[src/rtl/commutator_stream.sv]
// Output commutator for the polyphase interpolator: takes a parallel frame of N
// signed samples and serialises it CW or CCW with a start-phase rotation.
module commutator_stream #(
  parameter int gp_idata_width = 26,
  parameter int gp_nr_channels = 32,
  parameter int gp_phase       = 0
) (
  input  logic                                     i_clk,
  input  logic                                     i_rst,
  input  logic                                     i_ena,
  input  logic                                     i_ccw,
  input  logic                                     i_valid,
  input  logic [gp_nr_channels*gp_idata_width-1:0] i_data,
  output logic                                     o_ready,
  output logic signed [gp_idata_width-1:0]         o_data,
  output logic                                     o_valid,
  output logic [$clog2(gp_nr_channels)-1:0]        o_chan,
  output logic                                     o_first,
  output logic                                     o_last,
  output logic                                     o_clk
);

  localparam int N  = gp_nr_channels;
  localparam int W  = gp_idata_width;
  localparam int CW = $clog2(N);
  localparam logic [CW-1:0] PH    = CW'(gp_phase);
  localparam logic [CW-1:0] LASTC = CW'(N - 1);

  typedef enum logic {IDLE, RUN} state_t;

  logic signed [W-1:0] frame_in [N];
  logic signed [W-1:0] hold_p0  [N];
  logic                hold_ccw_p0;
  logic                hold_full_p0;

  logic signed [W-1:0] act_p1 [N];
  logic                act_ccw_p1;
  state_t              state_p1;
  logic [CW-1:0]       cnt_p1;
  logic [CW-1:0]       idx_p1;
  logic [CW-1:0]       ch_p1;

  logic signed [W-1:0] data_p2;
  logic                vld_p2;
  logic [CW-1:0]       chan_p2;
  logic                first_p2;
  logic                last_p2;
  logic                clk_p2;

  always_comb begin
    for (int k = 0; k < N; k++) begin
      frame_in[k] = $signed(i_data[k*W +: W]);
    end
  end

  // idx is a wrap counter preloaded with the phase, so it is already (cnt+phase) mod N
  assign ch_p1   = act_ccw_p1 ? idx_p1 : (LASTC - idx_p1);
  assign o_ready = !hold_full_p0 && i_ena && !i_rst;

  always_ff @(posedge i_clk) begin
    if (i_rst) begin
      for (int k = 0; k < N; k++) begin
        hold_p0[k] <= '0;
        act_p1[k]  <= '0;
      end
      hold_ccw_p0  <= 1'b0;
      hold_full_p0 <= 1'b0;
      act_ccw_p1   <= 1'b0;
      state_p1     <= IDLE;
      cnt_p1       <= '0;
      idx_p1       <= '0;
      data_p2      <= '0;
      vld_p2       <= 1'b0;
      chan_p2      <= '0;
      first_p2     <= 1'b0;
      last_p2      <= 1'b0;
      clk_p2       <= 1'b0;
    end else if (i_ena) begin
      // stage p0: hold register capture
      if (i_valid && !hold_full_p0) begin
        hold_p0      <= frame_in;
        hold_ccw_p0  <= i_ccw;
        hold_full_p0 <= 1'b1;
      end
      clk_p2 <= last_p2;
      // stage p1 -> p2: active frame sequencing and registered outputs
      case (state_p1)
        IDLE: begin
          vld_p2   <= 1'b0;
          data_p2  <= '0;
          chan_p2  <= '0;
          first_p2 <= 1'b0;
          last_p2  <= 1'b0;
          if (hold_full_p0) begin
            act_p1       <= hold_p0;
            act_ccw_p1   <= hold_ccw_p0;
            hold_full_p0 <= 1'b0;
            cnt_p1       <= '0;
            idx_p1       <= PH;
            state_p1     <= RUN;
          end
        end
        RUN: begin
          vld_p2   <= 1'b1;
          data_p2  <= act_p1[ch_p1];
          chan_p2  <= ch_p1;
          first_p2 <= (cnt_p1 == '0);
          last_p2  <= (cnt_p1 == LASTC);
          if (cnt_p1 == LASTC) begin
            if (hold_full_p0) begin
              act_p1       <= hold_p0;
              act_ccw_p1   <= hold_ccw_p0;
              hold_full_p0 <= 1'b0;
              cnt_p1       <= '0;
              idx_p1       <= PH;
            end else begin
              state_p1 <= IDLE;
            end
          end else begin
            cnt_p1 <= cnt_p1 + 1'b1;
            idx_p1 <= (idx_p1 == LASTC) ? '0 : idx_p1 + 1'b1;
          end
        end
        default: state_p1 <= IDLE;
      endcase
    end
  end

  assign o_data  = data_p2;
  assign o_valid = vld_p2;
  assign o_chan  = chan_p2;
  assign o_first = first_p2;
  assign o_last  = last_p2;
  assign o_clk   = clk_p2;

endmodule

[config.mk]
export PLATFORM = sky130hd
export DESIGN_NAME = commutator_stream
export DESIGN_NICKNAME = d
export VERILOG_FILES = /design/src/rtl/commutator_stream.sv
export SDC_FILE = /design/constraint.sdc
export NUM_CORES = 2
export LEC_CHECK = 0
export ABC_CLOCK_PERIOD_IN_PS = 2200
export CORE_MARGIN = 2
export CORE_UTILIZATION = 50
export DETAILED_ROUTE_END_ITERATION = 10
export GPL_TIMING_DRIVEN = 1
export HOLD_SLACK_MARGIN = 0.06
export PLACE_DENSITY = 0.78
export SYNTH_ARGS = -nofsm -noshare
export SYNTH_HDL_FRONTEND = slang
export SYNTH_SLANG_ARGS = --single-unit
[constraint.sdc]
create_clock -name i_clk -period 2.2 [get_ports i_clk]
set_input_delay 0.33 -clock i_clk [delete_from_list [all_inputs] [get_ports i_clk]]
set_output_delay 0.33 -clock i_clk [all_outputs]
set_load 0.01 [all_outputs]
Word-level counts from Yosys, hierarchy flattened
Index checks and enable logic that the tools add are counted.

Bits in registers: 1713. Input bits: 837. Output and inout bits: 36.

Add/subtract/negate cells: 3. $lt $le $gt $ge: 1. Equal/unequal tests: 3. Muxes and demuxes: 29. Bitwise operators: 2. Reduce and logical (&&, ||, !) cells: 8.

Operators by type and width (count): $mux 832 (2); $pmux 832 s2 (1); $bmux 26 s5 (1); $mux 26 (2); $pmux 26 s2 (1); $mux 5 (6); $pmux 5 s2 (3); $pmux 1 s2 (6); $add 5x1->5 const B (2); $eq 5x5->1 const B (2); $mux 1 (7); $ge 6x6->1 const B (1); $not 5->6 (1); $logic_not 5->1 (1); $sub 5x5->5 const A (1); $reduce_and 2->1 (2); $logic_and 1x1->1 (3); $logic_not 1->1 (2); $ne 2x1->1 const B (1); $not 1->1 (1).

Longest topological paths before layout
Word-level depth: 7. Gate-level depth with buffers: 11. Mapped depth without buffers: 7.

Worst setup path after synthesis
Ideal clock, no wire load.

Kind: register to register. From: register cnt_p1[0]. To: register act_p1[100] (netlist bit). Arrival time: 2238 ps. Data required time: 2130 ps. Setup slack: -109 ps. Stages on the path, launching flop included: 11. Buffers on the path: 3. Cells stage by stage: dfxtp_1 -> ha_1 -> and3_1 -> ha_1 -> nand2b_1 -> nand3_1 -> clkbuf_1 -> clkbuf_1 -> clkbuf_1 -> nand2_1 -> a21oi_1.

Word-level cells in the longest chain between the ends: 3.

RTL lines: start, declared (line 39) `logic [CW-1:0] cnt_p1;`; start signal, assigned (line 120) `cnt_p1 <= cnt_p1 + 1'b1;`; $eq 5x5->1 (line 109) `if (cnt_p1 == LASTC) begin`; $ne 2x1->1 (no line); $reduce_and 2->1 (no line); end signal, assigned (line 95) `act_p1 <= hold_p0;`; end signal, assigned (line 111) `act_p1 <= hold_p0;`; end, declared (line 36) `logic signed [W-1:0] act_p1 [N];`.

Every way passes these cells. A chain may end at the register's enable or synchronous reset.

Final worst setup path
From: register idx_p1[0]. To: register data_p2[20] (netlist: o_data[20]).

Word-level cells in the longest chain between the ends: 7.

RTL lines: start, declared (line 40) `logic [CW-1:0] idx_p1;`; start signal, assigned (line 121) `idx_p1 <= (idx_p1 == LASTC) ? '0 : idx_p1 + 1'b1;`; $sub 5x5->5 (line 57) `assign ch_p1 = act_ccw_p1 ? idx_p1 : (LASTC - idx_p1);`; $mux 5 * (line 57); $not 5->6 (implied by the code) * (line 105) `data_p2 <= act_p1[ch_p1];`; $bmux 26 s5 * (line 105); $mux 26 (implied by the code) * (2 in series) (line 105); $pmux 26 s2 * (line 87) `case (state_p1)`; end signal, assigned (line 105); end, declared (line 43) `logic signed [W-1:0] data_p2;`.

Mark *: on every way between the ends. The rest lies on a longest branch, timed or not. The select of a mux whose other input is x is not followed.

==> reports/qor.csv <==
stage,metric,value,unit
logic_synthesis,Synth top area share,49.1,%
clock_tree,CTS tree,done,
critical_path,FF-to-FF End,o_data[20],
clock_tree,Clock Latency Late Sink,0.83,ns
pwr,Psw,17.3,mW
critical_path,crit path kind,reg2reg,
floorplanning,Die W,378,microns
sta,Slew headroom,47.4,%
logic_synthesis,sequential element share of the synthesized area,49.1,%
logic_synthesis,"Top FF cell, synth",dfxtp_1,
run_status,failing checks,setup timing,
pwr,VDD IR max,601,uV
global_routing,initial antenna violation count,15,
global_routing,GRT Overall Usage,41.1,%
pwr,Power Dens Cells,721,mW/mm^2
routing,Pre-Repair DR Iteration Count,8,
logic_synthesis,Yosys Warn Count,0,
floorplanning,starting density of the core,50.2,%
sta,Fin. Hold Viols,0,
sta,unrepaired setup endpoints after global routing,yes,
clock_tree,# H-tree levels,4,
floorplanning,Core Box Area,0.139,sq mm
min_path,Hold Startpoint,i_data[534],
sta,setup_tns,-5.31,ns
cells_and_area,layout cell share with drive strength beyond 1,14.6,%
sta,Final setup viols,27,
critical_path,Crit Path Max Fanout,6,
critical_path,FF-to-FF setup slack,-0.29,ns
pwr,sequential power share,46.2,%
sta,final setup skew,0.0272,ns
sta,"Slew Viols, Final",0,
global_routing,total global routing overflow,0,
logic_synthesis,dominant cell by count in the synthesized netlist,nand2_1,
place,DPL Wire Length,224000,microns
floorplanning,full die area,0.143,sq mm
run_status,status,"complete, but fails checks",
pwr,P_int,53.0,mW
sta,slack of the critical path,-0.288,ns
clock_tree,Root Driver,clkbuf_16,
logic_synthesis,ys async rst share,0,%
critical_path,crit start category,flop,
min_path,hold worst-path end,hold_p0[300],
logic_synthesis,Synth Net Count,9970,
routing,DR vias/cell,5.96,
routing,DR DRC count,0,
critical_path,required time worst endpoint,2.87,ns
min_path,Worst Hold Class,in2reg,
clock_tree,cts bufs inserted,172,
place,number of buffers added on ports,872,
global_routing,first-pass GRT wire length,439000,microns
floorplanning,die height,378,microns
place,"worst slack, placed",-0.672,ns
critical_path,worst reg2reg path depth,10,
cells_and_area,area grow syn2layout,39.7,%
pwr,clock power share,44.3,%
floorplanning,Core Rows,137,
logic_synthesis,number of enable flip-flop cells after synthesis,0,
cells_and_area,fin util,70.1,%
logic_synthesis,largest area contributor in the netlist,dfxtp_1,
cells_and_area,design area,0.0975,sq mm
logic_synthesis,synthesized area,0.0698,sq mm
place,Placer Congestion,1.02,
critical_path,Worst EP arrival,3.15,ns
pwr,Lkg Pwr,34.3,nW
sta,Final min period,2.49,ns
logic_synthesis,commonest cells in the synthesized netlist,"3,471 x nand2_1, 1,933 x a21oi_1, 1,713 x dfxtp_1, 554 x clkbuf_1, 200 x o21ai_0",
routing,Routed Antenna Nets,0,
critical_path,Crit. End Element,flop,
clock_tree,"CTS clk-pin slew, worst paths",0.06,ns
routing,DR WL/cell,24.9,microns
routing,overall routed net length,311000,microns
logic_synthesis,Yosys cell types,85,
critical_path,r2r startpoint,idx_p1[0],
global_routing,vias in the first global route,68996,
clock_tree,maximum clock insertion buffer count,3,
run,Max-cap violations,0,
sta,maximum clock rate,0.402,GHz
min_path,Hold Path Stages,3,
routing,via count,74294,
logic_synthesis,"flops & latches, synth",1713,
place,dpl cell area,0.0848,sq mm
logic_synthesis,syn_area_per_cell,7.64,sq um
logic_synthesis,Mapped Cells,9128,
routing,DR iter-0 viols,9504,
global_routing,pin count of the biggest net entering global routing,169,
clock_tree,# clock sinks,1713,
sta,final hold slack,0.0722,ns
sta,worst slew pin tran,0.789,ns
logic_synthesis,top post-synthesis cells by area,"dfxtp_1 49%, nand2_1 19%, a21oi_1 14%",
cells_and_area,final-stage net count,11279,
floorplanning,Ports,873,
sta,period utilisation layout,113,%
pwr,combinational share of power,9.6,%
pwr,switching power share of the total,24.7,%
-- per-stage QoR --
stage          power [mW]  std cells
2_1_floorplan        35.5       9128
3_5_place_dp         38.9      11802
3_3_place_gp         38.8      11802
4_1_cts              69.9      12398
5_1_grt              72.1      12460
6_report             70.3      12468
-- sequential cells by signal, summed over array words and instances, names as in the netlist --
register      cells
act_p1          832
hold_p0         832
o_data           26
cnt_p1            5
idx_p1            5
o_chan            5
act_ccw_p1        1
hold_ccw_p0       1
hold_full_p0      1
o_clk             1
o_first           1
o_last            1
o_valid           1
state_p1          1
-- worst max path at each step --
stage / endpoint / from / cells after the start
after floorplan: act_p1[143] / cnt_p1[0] / 10
after global placement: o_data[6] / idx_p1[0] / 9
after detailed placement: o_data[3] / idx_p1[0] / 9
after CTS: o_data[10] / act_ccw_p1 / 12
after global routing: o_data[9] / idx_p1[0] / 11
final: o_data[20] / idx_p1[0] / 10
-- layout make-up --
type	count	area, sq um
fillers	10798	41500
diodes	10	25.0
inverters	29	121
repair buffers	1912	20500
clock buffers	243	4960
multi-input cells	6609	34100
well taps	1876	2350
flip-flops and latches	1713	34400
clock inverters	76	1070
-- kinds of logic (layout without fill, tap and decap cells) --
kind of cell	count (synthesis)	after routing	share of synthesized area [%]
AO/OA/AOI/OAI	2645	2645	21.3
XOR/XNOR	11	11	0.224
adder cells (fa/ha/maj)	5	5	0.0897
buffers and inverters	806	2260	5.04
flip-flops	1713	1713	49.1
multiplexers	177	177	3.04
other	0	10	0
AND/OR/NAND/NOR	3771	3771	21.2
-- critical path, stage by stage, from the launching register on --
cell and delay (ns):
dfxtp_4 0.36, buf_12 0.15, xnor2_4 0.26, buf_12 0.21
buf_6 0.12, mux2i_4 0.22, a2bb2oi_2 0.20, buf_4 0.15
nand4_1 0.07, o211ai_1 0.43, o311ai_1 0.17
-- cells in the final DEF, fill, tap and decap left out, drive strengths merged, types with 22 or more instances in the layout --
| cell | netlist | layout |
|---|---|---|
| a211oi | 49 | 49 |
| a21oi | 1933 | 1933 |
| a221oi | 85 | 85 |
| a22oi | 23 | 23 |
| a2bb2oi | 25 | 25 |
| buf | 223 | 786 |
| clkbuf | 554 | 270 |
| clkdlybuf4s50 | 0 | 856 |
| clkinv | 1 | 43 |
| dfxtp | 1713 | 1713 |
| dlygate4sd3 | 0 | 220 |
| inv | 28 | 35 |
| mux2 | 40 | 40 |
| mux2i | 113 | 113 |
| mux4 | 24 | 24 |
| nand2 | 3473 | 3473 |
| nand2b | 23 | 23 |
| nand4 | 27 | 27 |
| nor2 | 102 | 102 |
| o2111ai | 37 | 37 |
| o211ai | 22 | 22 |
| o21ai | 204 | 204 |
| o221ai | 117 | 117 |
| o22ai | 67 | 67 |
-- layer usage --
layer / routed length [microns] / GRT usage, %
met1: 123000 / 54.2
met5: 92 / 0
met2: 137000 / 62.8
met3: 32500 / 9.32
met4: 17500 / 21.1
-- power groups by stage --
stage	combinational (mW)	clock [mW]	sequential, mW
after CTS	6.30	31.1	32.4
after global routing	7.08	32.5	32.5
final	6.72	31.2	32.5
after global placement	5.74	0	33.1
after detailed placement	5.80	0	33.1
after floorplan	2.58	0	32.9
-- timing repair --
item                                    4_1_cts  5_1_grt
endpoints found under the setup margin       53      674
cloned                                       12       27
hold buffers                                220        0
gates resized for setup                     371      229
pin swaps                                    89       98
endpoints found under the hold margin       249        0
buffers inserted                             47       40
No activity file was read; power rests on OpenSTA's default activity.
